**src/rtl/riscv_ctrl_pkg.sv**
```systemverilog
// Shared control encodings for the multicycle RISC-V core: opcodes, main FSM
// states, ALU operation classes and datapath mux select codes. The ALU decoder
// and the datapath muxes import this same package so the encodings live in one place.
package riscv_ctrl_pkg;

   // Opcode field instr[6:0] of the instruction classes the core executes
   localparam logic [6:0] OP_LW    = 7'b0000011;
   localparam logic [6:0] OP_SW    = 7'b0100011;
   localparam logic [6:0] OP_RTYPE = 7'b0110011;
   localparam logic [6:0] OP_IALU  = 7'b0010011;
   localparam logic [6:0] OP_BEQ   = 7'b1100011;
   localparam logic [6:0] OP_JAL   = 7'b1101111;

   // Main FSM states; codes 11-15 are unused and fall back to FETCH
   typedef enum logic [3:0] {
      S_FETCH    = 4'd0,
      S_DECODE   = 4'd1,
      S_MEMADR   = 4'd2,
      S_MEMREAD  = 4'd3,
      S_MEMWB    = 4'd4,
      S_MEMWRITE = 4'd5,
      S_EXECUTER = 4'd6,
      S_ALUWB    = 4'd7,
      S_EXECUTEI = 4'd8,
      S_JAL      = 4'd9,
      S_BEQ      = 4'd10
   } state_t;

   // ALU operation class handed to the ALU decoder
   localparam logic [1:0] ALU_OP_ADD   = 2'b00;
   localparam logic [1:0] ALU_OP_SUB   = 2'b01;
   localparam logic [1:0] ALU_OP_FUNCT = 2'b10;

   // ALU operand A select
   localparam logic [1:0] SRCA_PC    = 2'b00;
   localparam logic [1:0] SRCA_OLDPC = 2'b01;
   localparam logic [1:0] SRCA_RS1   = 2'b10;

   // ALU operand B select
   localparam logic [1:0] SRCB_RS2  = 2'b00;
   localparam logic [1:0] SRCB_IMM  = 2'b01;
   localparam logic [1:0] SRCB_FOUR = 2'b10;

   // Result bus select
   localparam logic [1:0] RES_ALUOUT    = 2'b00;
   localparam logic [1:0] RES_MEMDATA   = 2'b01;
   localparam logic [1:0] RES_ALURESULT = 2'b10;

   // Full control word decoded from the current state. pcUpdate and branch
   // stay internal to the FSM; only their combination reaches pc_write.
   typedef struct packed {
      logic [1:0] aluOp;
      logic [1:0] aluSrcA;
      logic [1:0] aluSrcB;
      logic [1:0] resultSrc;
      logic       adrSrc;
      logic       irWrite;
      logic       regWrite;
      logic       memWrite;
      logic       pcUpdate;
      logic       branch;
   } ctrl_t;

endpackage

```
**src/rtl/main_fsm_if.sv**
```systemverilog
// Control bundle between the main FSM and the datapath. The FSM side (master)
// takes the opcode and zero flag and drives every select and write enable;
// the datapath side (slave) sees the mirror image.
interface main_fsm_if;

   logic [6:0] op;
   logic       zero;
   logic [1:0] alu_op;
   logic [1:0] alu_src_a;
   logic [1:0] alu_src_b;
   logic [1:0] result_src;
   logic       adr_src;
   logic       ir_write;
   logic       reg_write;
   logic       mem_write;
   logic       pc_write;
   logic [3:0] state;

   modport master (
      input  op, zero,
      output alu_op, alu_src_a, alu_src_b, result_src, adr_src,
             ir_write, reg_write, mem_write, pc_write, state
   );

   modport slave (
      output op, zero,
      input  alu_op, alu_src_a, alu_src_b, result_src, adr_src,
             ir_write, reg_write, mem_write, pc_write, state
   );

endinterface

```
**src/rtl/main_fsm_outputs.sv**
```systemverilog
// Moore output decode for the main FSM: maps the current state onto the full
// control word. Purely combinational; anything not set for a state stays 0.
module main_fsm_outputs
   import riscv_ctrl_pkg::*;
(
   input  state_t state_i,
   output ctrl_t  ctrl_o
);

   // Decode the control word for the current state, all-zero by default
   always_comb begin
      ctrl_o = '0;
      case (state_i)
         S_FETCH: begin
            ctrl_o.irWrite   = 1'b1;
            ctrl_o.aluSrcA   = SRCA_PC;
            ctrl_o.aluSrcB   = SRCB_FOUR;
            ctrl_o.resultSrc = RES_ALURESULT;
            ctrl_o.aluOp     = ALU_OP_ADD;
            ctrl_o.pcUpdate  = 1'b1;
         end
         S_DECODE: begin
            ctrl_o.aluSrcA = SRCA_OLDPC;
            ctrl_o.aluSrcB = SRCB_IMM;
         end
         S_MEMADR: begin
            ctrl_o.aluSrcA = SRCA_RS1;
            ctrl_o.aluSrcB = SRCB_IMM;
         end
         S_MEMREAD: begin
            ctrl_o.adrSrc = 1'b1;
         end
         S_MEMWRITE: begin
            ctrl_o.adrSrc   = 1'b1;
            ctrl_o.memWrite = 1'b1;
         end
         S_MEMWB: begin
            ctrl_o.resultSrc = RES_MEMDATA;
            ctrl_o.regWrite  = 1'b1;
         end
         S_EXECUTER: begin
            ctrl_o.aluSrcA = SRCA_RS1;
            ctrl_o.aluSrcB = SRCB_RS2;
            ctrl_o.aluOp   = ALU_OP_FUNCT;
         end
         S_EXECUTEI: begin
            ctrl_o.aluSrcA = SRCA_RS1;
            ctrl_o.aluSrcB = SRCB_IMM;
            ctrl_o.aluOp   = ALU_OP_FUNCT;
         end
         S_ALUWB: begin
            ctrl_o.regWrite = 1'b1;
         end
         S_BEQ: begin
            ctrl_o.aluSrcA = SRCA_RS1;
            ctrl_o.aluOp   = ALU_OP_SUB;
            ctrl_o.branch  = 1'b1;
         end
         S_JAL: begin
            ctrl_o.aluSrcA  = SRCA_OLDPC;
            ctrl_o.aluSrcB  = SRCB_FOUR;
            ctrl_o.pcUpdate = 1'b1;
         end
         default: ctrl_o = '0;
      endcase
   end

endmodule

```
**src/rtl/main_fsm.sv**
```systemverilog
// Multicycle main control FSM: sequences each instruction through fetch,
// decode, execute, memory and writeback. Holds the state register and the
// next-state logic; the Moore decode lives in main_fsm_outputs. pc_write is
// the one Mealy term, since a taken branch must follow zero in the same cycle.
module main_fsm
   import riscv_ctrl_pkg::*;
(
   input logic        clk,
   input logic        rst_n,
   main_fsm_if.master bus
);

   state_t state_q;
   state_t state_d;
   ctrl_t  ctrl;

   // Next-state selection; unknown opcodes and unused codes return to FETCH
   always_comb begin
      state_d = S_FETCH;
      case (state_q)
         S_FETCH:    state_d = S_DECODE;
         S_DECODE: begin
            case (bus.op)
               OP_LW, OP_SW: state_d = S_MEMADR;
               OP_RTYPE:     state_d = S_EXECUTER;
               OP_IALU:      state_d = S_EXECUTEI;
               OP_BEQ:       state_d = S_BEQ;
               OP_JAL:       state_d = S_JAL;
               default:      state_d = S_FETCH;
            endcase
         end
         S_MEMADR:   state_d = (bus.op == OP_LW) ? S_MEMREAD : S_MEMWRITE;
         S_MEMREAD:  state_d = S_MEMWB;
         S_MEMWB:    state_d = S_FETCH;
         S_MEMWRITE: state_d = S_FETCH;
         S_EXECUTER: state_d = S_ALUWB;
         S_EXECUTEI: state_d = S_ALUWB;
         S_JAL:      state_d = S_ALUWB;
         S_ALUWB:    state_d = S_FETCH;
         S_BEQ:      state_d = S_FETCH;
         default:    state_d = S_FETCH;
      endcase
   end

   // State register; reset drops straight to FETCH so an in-flight write is cut off at once
   always_ff @(posedge clk or negedge rst_n) begin
      if (!rst_n) begin
         state_q <= S_FETCH;
      end else begin
         state_q <= state_d;
      end
   end

   main_fsm_outputs uOutputs (
      .state_i (state_q),
      .ctrl_o  (ctrl)
   );

   assign bus.alu_op     = ctrl.aluOp;
   assign bus.alu_src_a  = ctrl.aluSrcA;
   assign bus.alu_src_b  = ctrl.aluSrcB;
   assign bus.result_src = ctrl.resultSrc;
   assign bus.adr_src    = ctrl.adrSrc;
   assign bus.ir_write   = ctrl.irWrite;
   assign bus.reg_write  = ctrl.regWrite;
   assign bus.mem_write  = ctrl.memWrite;
   assign bus.pc_write   = ctrl.pcUpdate | (ctrl.branch & bus.zero);
   assign bus.state      = state_q;

endmodule

```
**src/flat_wrapper.sv**
```systemverilog
// flat-port wrapper written by rule: the top's interface ports become plain ports
module main_fsm_flat import riscv_ctrl_pkg::*;
  (clk, rst_n, bus_op, bus_zero, bus_alu_op, bus_alu_src_a, bus_alu_src_b, bus_result_src, bus_adr_src, bus_ir_write, bus_reg_write, bus_mem_write, bus_pc_write, bus_state);
  main_fsm_if bus_i ();
  input logic clk;
  input logic rst_n;
  input wire logic [$bits(bus_i.op)-1:0] bus_op;
  input wire logic [$bits(bus_i.zero)-1:0] bus_zero;
  output wire logic [$bits(bus_i.alu_op)-1:0] bus_alu_op;
  output wire logic [$bits(bus_i.alu_src_a)-1:0] bus_alu_src_a;
  output wire logic [$bits(bus_i.alu_src_b)-1:0] bus_alu_src_b;
  output wire logic [$bits(bus_i.result_src)-1:0] bus_result_src;
  output wire logic [$bits(bus_i.adr_src)-1:0] bus_adr_src;
  output wire logic [$bits(bus_i.ir_write)-1:0] bus_ir_write;
  output wire logic [$bits(bus_i.reg_write)-1:0] bus_reg_write;
  output wire logic [$bits(bus_i.mem_write)-1:0] bus_mem_write;
  output wire logic [$bits(bus_i.pc_write)-1:0] bus_pc_write;
  output wire logic [$bits(bus_i.state)-1:0] bus_state;
  assign bus_i.op = bus_op;
  assign bus_i.zero = bus_zero;
  assign bus_alu_op = bus_i.alu_op;
  assign bus_alu_src_a = bus_i.alu_src_a;
  assign bus_alu_src_b = bus_i.alu_src_b;
  assign bus_result_src = bus_i.result_src;
  assign bus_adr_src = bus_i.adr_src;
  assign bus_ir_write = bus_i.ir_write;
  assign bus_reg_write = bus_i.reg_write;
  assign bus_mem_write = bus_i.mem_write;
  assign bus_pc_write = bus_i.pc_write;
  assign bus_state = bus_i.state;
  main_fsm u_core (.clk(clk), .rst_n(rst_n), .bus(bus_i));
endmodule
```
**config.mk**
```make
export PLATFORM = sky130hd
export DESIGN_NAME = main_fsm_flat
export DESIGN_NICKNAME = d
export VERILOG_FILES = /design/src/rtl/riscv_ctrl_pkg.sv /design/src/rtl/main_fsm_if.sv /design/src/rtl/main_fsm_outputs.sv /design/src/rtl/main_fsm.sv /design/src/flat_wrapper.sv
export SDC_FILE = /design/constraint.sdc
export NUM_CORES = 1
export LEC_CHECK = 0
export BUFFER_PORTS_ARGS = -buffer_cell sky130_fd_sc_hd__buf_2
export CORE_AREA = 2 2 39 41
export DETAILED_ROUTE_END_ITERATION = 10
export DIE_AREA = 0 0 41 43
export PLACE_DENSITY = 0.66
export REMOVE_ABC_BUFFERS = 1
export SYNTH_ARGS = -nofsm -noshare
export SYNTH_HDL_FRONTEND = slang
export SYNTH_SLANG_ARGS = --single-unit
```
**constraint.sdc**
```tcl
create_clock -name clk -period 3.5 [get_ports clk]
set_input_delay 0.35 -clock clk [delete_from_list [all_inputs] [get_ports clk]]
set_output_delay 0.35 -clock clk [all_outputs]
set_load 0.05 [all_outputs]
```
==> results.toml, run 1 <==
[clock_network]
post-cts-setup-buffers = 0
cts_tree = "done"
path_clk_slew_ps = 40
cts_root_buffer = "clkbuf_4"
cts.sinks = 4
ctsLongestPathBuffers = 2
cts-buffers-inserted = 3
clock_latency_ps = 240
htreeDepth = 1

[yosys]
synth_area_leader_cell = "dfrtp_1"
synth_edf_count = 0
synth_ff_type = "dfrtp_1"
syn_avg_cell_area_sq_um = 7.74
ys_seq_area_share_pct = 21.6
synthTopCellsByArea = "dfrtp_1 22%, a21oi_1 6.5%, and4bb_2 5.4%"
synth_seq_cells = 4
ys_top_cells_by_count = "6 x a21oi_1, 6 x nor2_1, 5 x nor3_1, 4 x dfrtp_1"
netlist_area_sq_um = 464
synthArstFlopShare_pct = 100
synth_top_area_share_pct = 21.6
synthDistinctLibCells = 31
synthCells = 60
yosysWarnings = 0

[place]
gp_congestion = 0.691
dpl.hpwl_um = 889
dpl-instance-area_sq_um = 582
port_buffers = 26

[floorplanning]
io_pins = 27
initial_core_util_pct = 33.5
core_region_area_sq_mm = 0.00138
rows = 14
dieArea_sq_mm = 0.00176
die_w_um = 41
die_h_um = 43

[pwr]
pwr-share-seq_pct = 17.8
switching_share_pct = 62.7
intPower_mw = 0.176
power.density_mw_per_mm2 = 769
power_frac_clock_pct = 13.0
p_comb_share_pct = 69.1
p_total_mw = 0.473
switching_power_mw = 0.296
p_leak_nw = 0.303
ir_drop_mv = 0.368

[global_route]
antenna_found_initial = 0
grt_first_pass_wirelength_um = 1860
grt_pass1_vias = 465
grt_start_max_net_pins = 16
gr-total-overflow = 0
grt_util_all_layers_pct = 15.4

[worst_setup_path]
worstPathMaxFanout = 15
cpMaxStageDelayCell = "dfrtp_1"
start_kind = "flip-flop"
path_delay_family = "flip-flops"
critPathArrivalTime_ps = 1690
path_buf_inv = 2
critical_path_class = "reg2out"
crit_chain = "inv_1, or2_0, a21oi_1, buf_2"
cp.required_ps = 3150
worst_setup_path_end_kind = "primary output"
slowest_delay_ps = 630

[route]
dr.pass1.iters = 4
routed_via_density = 5.30
drc = 0
drtIter0Drc = 12
wl_um = 1190
wl_per_cell_um = 11.8
vias = 535
ant_nets = 0

[outcome]
status = "completed"

[sta]
worstMarginPinSlew_ps = 476
period_needed_ps = 2040
slew_headroom_pct = 68.3
drv_slew = 0
setup_viol = 0
fmax_ghz = 0.490
setup_tns_ps = 0
fin_hold_ws_ps = 363
fin_crit_sh_pct = 58.4
hold_viol_final = 0
skew_ps = 0.260
rsz0062_at_grt = "no"

[layout]
nets = 97
diodes = 0
syn2layout_area_growth_pct = 32.3
fin_util_pct = 44.4
largest_register_ffs = 4
layout-drive-gt1-share_pct = 37.6
fin_area_sq_um = 614
fillCellCount = 146

[hold_path]
min_path_type = "in2reg"

[flow_run]
maxCapViolCount = 0
==> cell usage in the layout, fill, tap and decap left out, types with 2 or more instances in the layout <==
| master | synthesis | final |
|---|---|---|
| buf_2 | 2 | 26 |
| nor2_1 | 6 | 6 |
| a21oi_1 | 6 | 6 |
| nor3_1 | 5 | 5 |
| dfrtp_1 | 4 | 4 |
| inv_1 | 3 | 3 |
| nand2_1 | 3 | 3 |
| clkbuf_4 | 0 | 3 |
| nor2b_1 | 2 | 2 |
| o21ai_0 | 2 | 2 |
| and4bb_2 | 2 | 2 |
| o211ai_1 | 2 | 2 |
| nand3_1 | 2 | 2 |
==> layer usage <==
layer	vias up	routed length, um	track usage, %
li1	277	-	-
met1	237	495	18.2
met2	18	609	24.7
met3	3	67	1.57
met4	0	21	10.0
met5	-	0	0
==> layout make-up <==
type,count,area (sq um),share of cell area [%]
flip-flops and latches,4,100,16.3
multi-input cells,48,320,52.1
well taps,16,20.0,3.26
inverters,3,11.3,1.83
repair buffers,27,140,22.8
clock buffers,3,22.5,3.67
==> what timing repair did <==
action | CTS | global route
resized for setup | 0 | 0
endpoints found under the hold margin | 4 | 0
hold buffers | 1 | 0
==> power by group through the flow <==
| stage | clock (mW) | combinational, mW | sequential, mW |
|---|---|---|---|
| after floorplan | 0 | 0.235 | 0.105 |
| after global placement | 0 | 0.327 | 0.0841 |
| after detailed placement | 0 | 0.327 | 0.0847 |
| after CTS | 0.0621 | 0.328 | 0.0842 |
| after global routing | 0.0645 | 0.350 | 0.0887 |
| final | 0.0615 | 0.327 | 0.0843 |
==> worst reg2reg max path, delay by kind of cell, from the launching register on <==
kind               cells  cell delay (ps)
AOI/OAI and AO/OA      2              280
DFF                    1              630
and+or+nand+nor        1              420
==> through the flow <==
step / worst slack [ps] / cells
4_1_cts: 1450 / 101
6_report: 1460 / 101
5_1_grt: 1290 / 101
3_5_place_dp: 1690 / 97
3_3_place_gp: 1700 / 97
2_1_floorplan: -536 / 55
==> final timing paths <==
check	from	endpoint	slack [ps]	cells after the start
hold reg to reg	u_core.bus.state[2]$_DFF_PN0_	u_core.bus.state[0]$_DFF_PN0_	800	1
min in group asynchronous	rst_n	u_core.bus.state[1]$_DFF_PN0_	440	2
hold / removal	bus_op[1]	u_core.bus.state[3]$_DFF_PN0_	360	3
setup reg to reg	u_core.bus.state[1]$_DFF_PN0_	u_core.bus.state[2]$_DFF_PN0_	2070	3
max in group asynchronous	rst_n	u_core.bus.state[3]$_DFF_PN0_	2940	2
setup / recovery	u_core.bus.state[1]$_DFF_PN0_	bus_alu_op[1]	1460	4
==> kinds of logic (layout without fill, tap and decap cells) <==
kind of cell / count (synthesis) / in the layout / share of synthesized area, %
AND/OR/NAND/NOR: 29 / 29 / 40.7
buffers and inverters: 8 / 33 / 9.43
flip-flops: 4 / 4 / 21.6
AO/OA/AOI/OAI: 17 / 17 / 24.5
XOR/XNOR: 2 / 2 / 3.77
Power figures use the tool's default switching activity.
==> inputs of run 2 (changes only) <==
--- a/config.mk
+++ b/config.mk
@@ -5,11 +5,12 @@
 export SDC_FILE = /design/constraint.sdc
 export NUM_CORES = 1
 export LEC_CHECK = 0
+export ABC_AREA = 1
 export BUFFER_PORTS_ARGS = -buffer_cell sky130_fd_sc_hd__buf_2
 export CORE_AREA = 2 2 39 41
 export DETAILED_ROUTE_END_ITERATION = 10
 export DIE_AREA = 0 0 41 43
-export PLACE_DENSITY = 0.66
+export PLACE_DENSITY = 0.67
 export REMOVE_ABC_BUFFERS = 1
 export SYNTH_ARGS = -nofsm -noshare
 export SYNTH_HDL_FRONTEND = slang
==> constraint.sdc (replaced) <==
create_clock -name clk -period 1.65 [get_ports clk]
set_input_delay 0.165 -clock clk [delete_from_list [all_inputs] [get_ports clk]]
set_output_delay 0.165 -clock clk [all_outputs]
set_load 0.05 [all_outputs]
==> run 2 against run 1 <==
Effect of this change: global-route usage down 0.077 points; final cell count up 22%; synthesized area down 3.8%; sequential power up 65%; critical endpoint unchanged.
==> results.toml, run 2 <==
[sta]
fin_hold_ws_ps = 270
fin_crit_sh_pct = 94.7
worstMarginPinSlew_ps = 243
setup_viol = 0
skew_ps = 4.67
slew_headroom_pct = 83.7
hold_viol_final = 0
drv_slew = 0
rsz0062_at_grt = "yes"
fmax_ghz = 0.640
period_needed_ps = 1560

[hold_path]
min_path_type = "in2async"

[layout]
layout_commonest_cell = "buf_2"
diodes = 0
post_layout_nonfiller_instances = 123
layout-drive-gt1-share_pct = 39.3
fillCellCount = 146
largest_register_ffs = 4
nets = 119
final_cell_mix = "23 x buf_2, 17 x nand2_1, 15 x inv_1, 13 x nor2_1, 8 x nand3_1"
syn2layout_area_growth_pct = 41.7

[worst_setup_path]
slowest_delay_ps = 420
path_buf_inv = 1
worst_setup_path_end_kind = "primary output"
crit_top_cell = "nand2_2"
crit_chain = "nor2_1, nand2_2, nand2_2, buf_2"
path_delay_family = "simple AND/OR/NAND/NOR gates"
cpMaxStageDelayCell = "dfrtp_1"
r2r_slack_ps = 540
start_kind = "flip-flop"
critical_path_class = "reg2out"
critPathArrivalTime_ps = 1400
r2r-start = "u_core.bus.state[0]$_DFF_PN0_"
worstPathMaxFanout = 5
cp.required_ps = 1480
reg2regPathDepth = 5
r2r-end = "u_core.bus.state[1]$_DFF_PN0_"

[route]
ant_nets = 0
routed_via_density = 4.32
wl_um = 1040
drtIter0Drc = 1
drc = 0
wl_per_cell_um = 8.42
dr.pass1.iters = 4
vias = 531

[floorplanning]
dieArea_sq_mm = 0.00176
core_region_area_sq_mm = 0.00138
die_w_um = 41
io_pins = 27
initial_core_util_pct = 32.3
die_h_um = 43
rows = 14

[flow_run]
maxCapViolCount = 0

[yosys]
ys_top_cells_by_count = "17 x nand2_1, 15 x inv_1, 13 x nor2_1, 8 x nand3_1"
yosysWarnings = 0
synth_edf_count = 0
synthDistinctLibCells = 15
synth.most_common_cell = "nand2_1"
synthTopCellsByArea = "dfrtp_1 22%, nand2_1 14%, inv_1 13%"
synthArstFlopShare_pct = 100
syn_avg_cell_area_sq_um = 5.73
synth_seq_cells = 4
synth_top_area_share_pct = 22.4
ys_seq_area_share_pct = 22.4
netlist_area_sq_um = 447
synth_ff_type = "dfrtp_1"
synthCells = 78
synth_area_leader_cell = "dfrtp_1"

[pwr]
power_frac_clock_pct = 11.6
p_leak_nw = 0.371
ir_drop_mv = 0.625
switching_power_mw = 0.658
pwr-share-seq_pct = 13.4
switching_share_pct = 63.3
intPower_mw = 0.381
power.density_mw_per_mm2 = 1640
p_comb_share_pct = 75.0

[place]
port_buffers = 26
dpl.hpwl_um = 834
gp_congestion = 0.806
dpl.cell_count = 119

[global_route]
antenna_found_initial = 0
grt_first_pass_wirelength_um = 1800
grt_start_max_net_pins = 6
grt_pass1_vias = 442
gr-total-overflow = 0
grt_util_all_layers_pct = 15.4

[clock_network]
post-cts-setup-buffers = 0
path_clk_slew_ps = 40
cts_root_buffer = "clkbuf_4"
ctsLongestPathBuffers = 2
cts.sinks = 4
clock_latency_ps = 230
cts-buffers-inserted = 3
htreeDepth = 1
cts_tree = "done"

[outcome]
status = "completed"
run 2: cell count changes after synthesis, sizes merged, moves of 4 or more:
| cell | delta |
|---|---|
| nor3 | -4 |
| nand3 | +6 |
| nor2 | +13 |
| inv | +14 |
| buf | -4 |
| nand2 | +18 |
run 2: power groups by stage:
stage	sequential (mW)	clock [mW]	combinational, mW
2_1_floorplan	0.200	0	0.529
3_3_place_gp	0.140	0	0.740
3_5_place_dp	0.141	0	0.741
4_1_cts	0.140	0.128	0.744
5_1_grt	0.145	0.128	0.836
6_report	0.139	0.120	0.780
run 2: worst register-to-register path, stage by stage (launching register included):
cell and delay (ps):
dfrtp_1 420, nor2_1 240, nand2_2 120, nand2_2 120, nor2_2 50, nand3_1 100
run 2: area by class of cell:
cell class / instances / area, sq um / area share, %
multi-input combinational: 56 / 275 / 43.5
timing repair buffer: 27 / 151 / 23.9
sequential: 4 / 100 / 15.8
inverter: 17 / 63.8 / 10.1
clock buffer: 3 / 22.5 / 3.56
tap: 16 / 20.0 / 3.16
run 2: worst max-delay path by stage:
stage | from | to | slack, ps | depth (start not counted)
finish | u_core.bus.state[0]$_DFF_PN0_ | bus_alu_op[1] | 90 | 4
global route | u_core.bus.state[1]$_DFF_PN0_ | bus_pc_write | -20 | 6
CTS | u_core.bus.state[1]$_DFF_PN0_ | bus_pc_write | 50 | 6
detailed placement | u_core.bus.state[1]$_DFF_PN0_ | bus_pc_write | 300 | 6
global placement | u_core.bus.state[1]$_DFF_PN0_ | bus_pc_write | 300 | 6
floorplan | u_core.bus.state[1]$_DFF_PN0_ | bus_pc_write | -670 | 6
run 2: routing by layer:
| metal | wire, um | vias to the layer above | GRT usage (%) |
|---|---|---|---|
| met2 | 487 | 21 | 21.3 |
| met5 | 0 | - | 0 |
| li1 | - | 295 | - |
| met3 | 89 | 0 | 3.14 |
| met1 | 459 | 215 | 19.7 |
| met4 | 0 | 0 | 12.0 |
run 2: logic make-up (layout without fill, tap and decap cells):
kind of cell | after synthesis | count (layout) | share of synthesized area, %
and+or+nand+nor | 50 | 50 | 54.1
DFF | 4 | 4 | 22.4
AOI/OAI and AO/OA | 6 | 6 | 7.56
buffers and inverters | 18 | 47 | 16.0
run 2: per-stage QoR:
step,cell area [sq um],utilization (%),worst slack (ps),power [mW],TNS (ps)
2_1_floorplan,439,-,-670,0.729,-2150
3_3_place_gp,589,42.6,304,0.879,0
3_5_place_dp,589,42.6,297,0.882,0
4_1_cts,622,44.9,45.1,1.01,0
5_1_grt,633,45.8,-23.7,1.11,-48.8
6_report,633,45.8,87.4,1.04,0
run 2: what timing repair did:
| item | in CTS | in global routing |
|---|---|---|
| gates resized for setup | 0 | 5 |
| hold endpoints to repair | 4 | 0 |
| endpoints found under the setup margin | 0 | 5 |
| hold buffers | 1 | 0 |
==> inputs of run 3 (changes only) <==
--- a/config.mk
+++ b/config.mk
@@ -12,6 +12,7 @@
 export DIE_AREA = 0 0 41 43
 export PLACE_DENSITY = 0.67
 export REMOVE_ABC_BUFFERS = 1
+export SETUP_SLACK_MARGIN = 0.1
 export SYNTH_ARGS = -nofsm -noshare
 export SYNTH_HDL_FRONTEND = slang
 export SYNTH_SLANG_ARGS = --single-unit
==> run 3 against run 2 <==
Effect of this change: non-clock buffer count increased by 5; core utilization increased by 6.7 points; setup slack improved by 67 ps; maximum frequency increased by 4.5%.
==> results.toml, run 3 (synthesized netlist as in run 2, its figures left out) <==
[hold_path]
hp-start = "bus_op[6]"
min_path_type = "in2reg"
min_to = "u_core.bus.state[3]$_DFF_PN0_"
worstHoldPathCells = 4

[route]
drtIter0Drc = 7
routed_via_density = 4.39
ant_nets = 0
dr.pass1.iters = 4
wl_um = 1190
vias = 562
wl_per_cell_um = 9.27
drc = 0

[worst_setup_path]
cp.required_ps = 1480
r2r_slack_ps = 410
r2r-end = "u_core.bus.state[2]$_DFF_PN0_"
r2r-start = "u_core.bus.state[3]$_DFF_PN0_"
worst_setup_path_end_kind = "primary output"
critPathArrivalTime_ps = 1330
start_kind = "flip-flop"
worstPathMaxFanout = 5
reg2regPathDepth = 9
critical_path_class = "reg2out"

[layout]
largest_register_ffs = 4
final_cell_mix = "18 x buf_2, 17 x nand2_1, 14 x inv_1, 11 x nor2_1, 9 x buf_4"
diodes = 0
nets = 124
layout_commonest_cell = "buf_2"
fin_area_sq_um = 726
post_layout_nonfiller_instances = 128
syn2layout_area_growth_pct = 62.5
fillCellCount = 136
layout-drive-gt1-share_pct = 45.5

[place]
port_buffers = 26
dpl.hpwl_um = 834
preCtsSetupSlack_ps = 297
gp_congestion = 0.806
dpl.cell_count = 119
dpl-instance-area_sq_um = 589

[pwr]
power.density_mw_per_mm2 = 1660
p_total_mw = 1.21
ir_drop_mv = 0.637
p_leak_nw = 0.405

[sta]
drv_slew = 0
rsz0062_at_grt = "no"
skew_ps = 7.04
slew_headroom_pct = 83.4
setup_viol = 0
worstMarginPinSlew_ps = 251
period_needed_ps = 1500
fin_hold_ws_ps = 260
fin_crit_sh_pct = 90.7
hold_viol_final = 0
fin_ws_ps = 154
fmax_ghz = 0.668

[clock_network]
ctsLongestPathBuffers = 2
cts-buffers-inserted = 3
htreeDepth = 1
cts.sinks = 4
path_clk_slew_ps = 40
cts_root_buffer = "clkbuf_4"
clock_latency_ps = 240
cts_tree = "done"

[outcome]
status = "completed"

[global_route]
gr-total-overflow = 0
antenna_found_initial = 0
grt_start_max_net_pins = 6
grt_pass1_vias = 456
grt_util_all_layers_pct = 15.7
grt_first_pass_wirelength_um = 1840

[floorplanning]
dieArea_sq_mm = 0.00176
die_h_um = 43
initial_core_util_pct = 32.3
io_pins = 27
die_w_um = 41
rows = 14
core_region_area_sq_mm = 0.00138

[flow_run]
maxCapViolCount = 0
==> run 3: cell count changes in the layout (fill, tap and decap cells not counted), sizes merged <==
cell,change
buf,+7
clkbuf,-2
==> run 3: layout make-up <==
cell class / count / area, sq um / area share (%)
flip-flops and latches: 4 / 101 / 14.0
clock buffers: 3 / 22.5 / 3.10
well taps: 16 / 20.0 / 2.76
inverters: 17 / 63.8 / 8.79
repair buffers: 32 / 213 / 29.3
multi-input cells: 56 / 305 / 42.1
==> run 3: through the flow <==
stage / util [%] / setup TNS [ps]
after detailed placement: 42.6 / 0
after global placement: 42.6 / 0
after floorplan: - / -2150
after global routing: 52.4 / 0
after CTS: 46.0 / 0
final: 52.4 / 0
==> run 3: where the power goes <==
part / switching [mW] / internal, mW / total, mW / leakage, nW
Clock: 0.0439 / 0.0816 / 0.125 / 0.0138
Sequential: 0.0338 / 0.119 / 0.152 / 0.0524
Combinational: 0.639 / 0.291 / 0.930 / 0.339
==> run 3: timing repair <==
item	in CTS	in global routing
resized for setup	6	17
hold buffers	1	0
pin swaps	0	1
gates cloned	0	0
setup endpoints to repair	8	11
setup buffers	0	5
endpoints found under the hold margin	4	0
==> run 3: worst max-delay path by stage <==
stage / from / to
floorplan: u_core.bus.state[1]$_DFF_PN0_ / bus_pc_write
global placement: u_core.bus.state[1]$_DFF_PN0_ / bus_pc_write
detailed placement: u_core.bus.state[1]$_DFF_PN0_ / bus_pc_write
CTS: u_core.bus.state[0]$_DFF_PN0_ / bus_result_src[1]
global route: u_core.bus.state[3]$_DFF_PN0_ / bus_alu_src_b[0]
finish: u_core.bus.state[3]$_DFF_PN0_ / bus_alu_src_b[0]
==> run 3: worst max-delay path, stage by stage, from the launching register on <==
cell and delay (ps):
dfrtp_1 400, inv_1 120, nand2_4 90, nor2_4 130
inv_1 60, nand3_1 110, buf_6 170
==> run 3: per-layer routing <==
metal,wire length [um],GRT usage [%],vias up
li1,-,-,305
met1,514,18.7,230
met2,562,22.5,24
met3,83,4.19,3
met4,26,12.0,0
met5,0,0,-
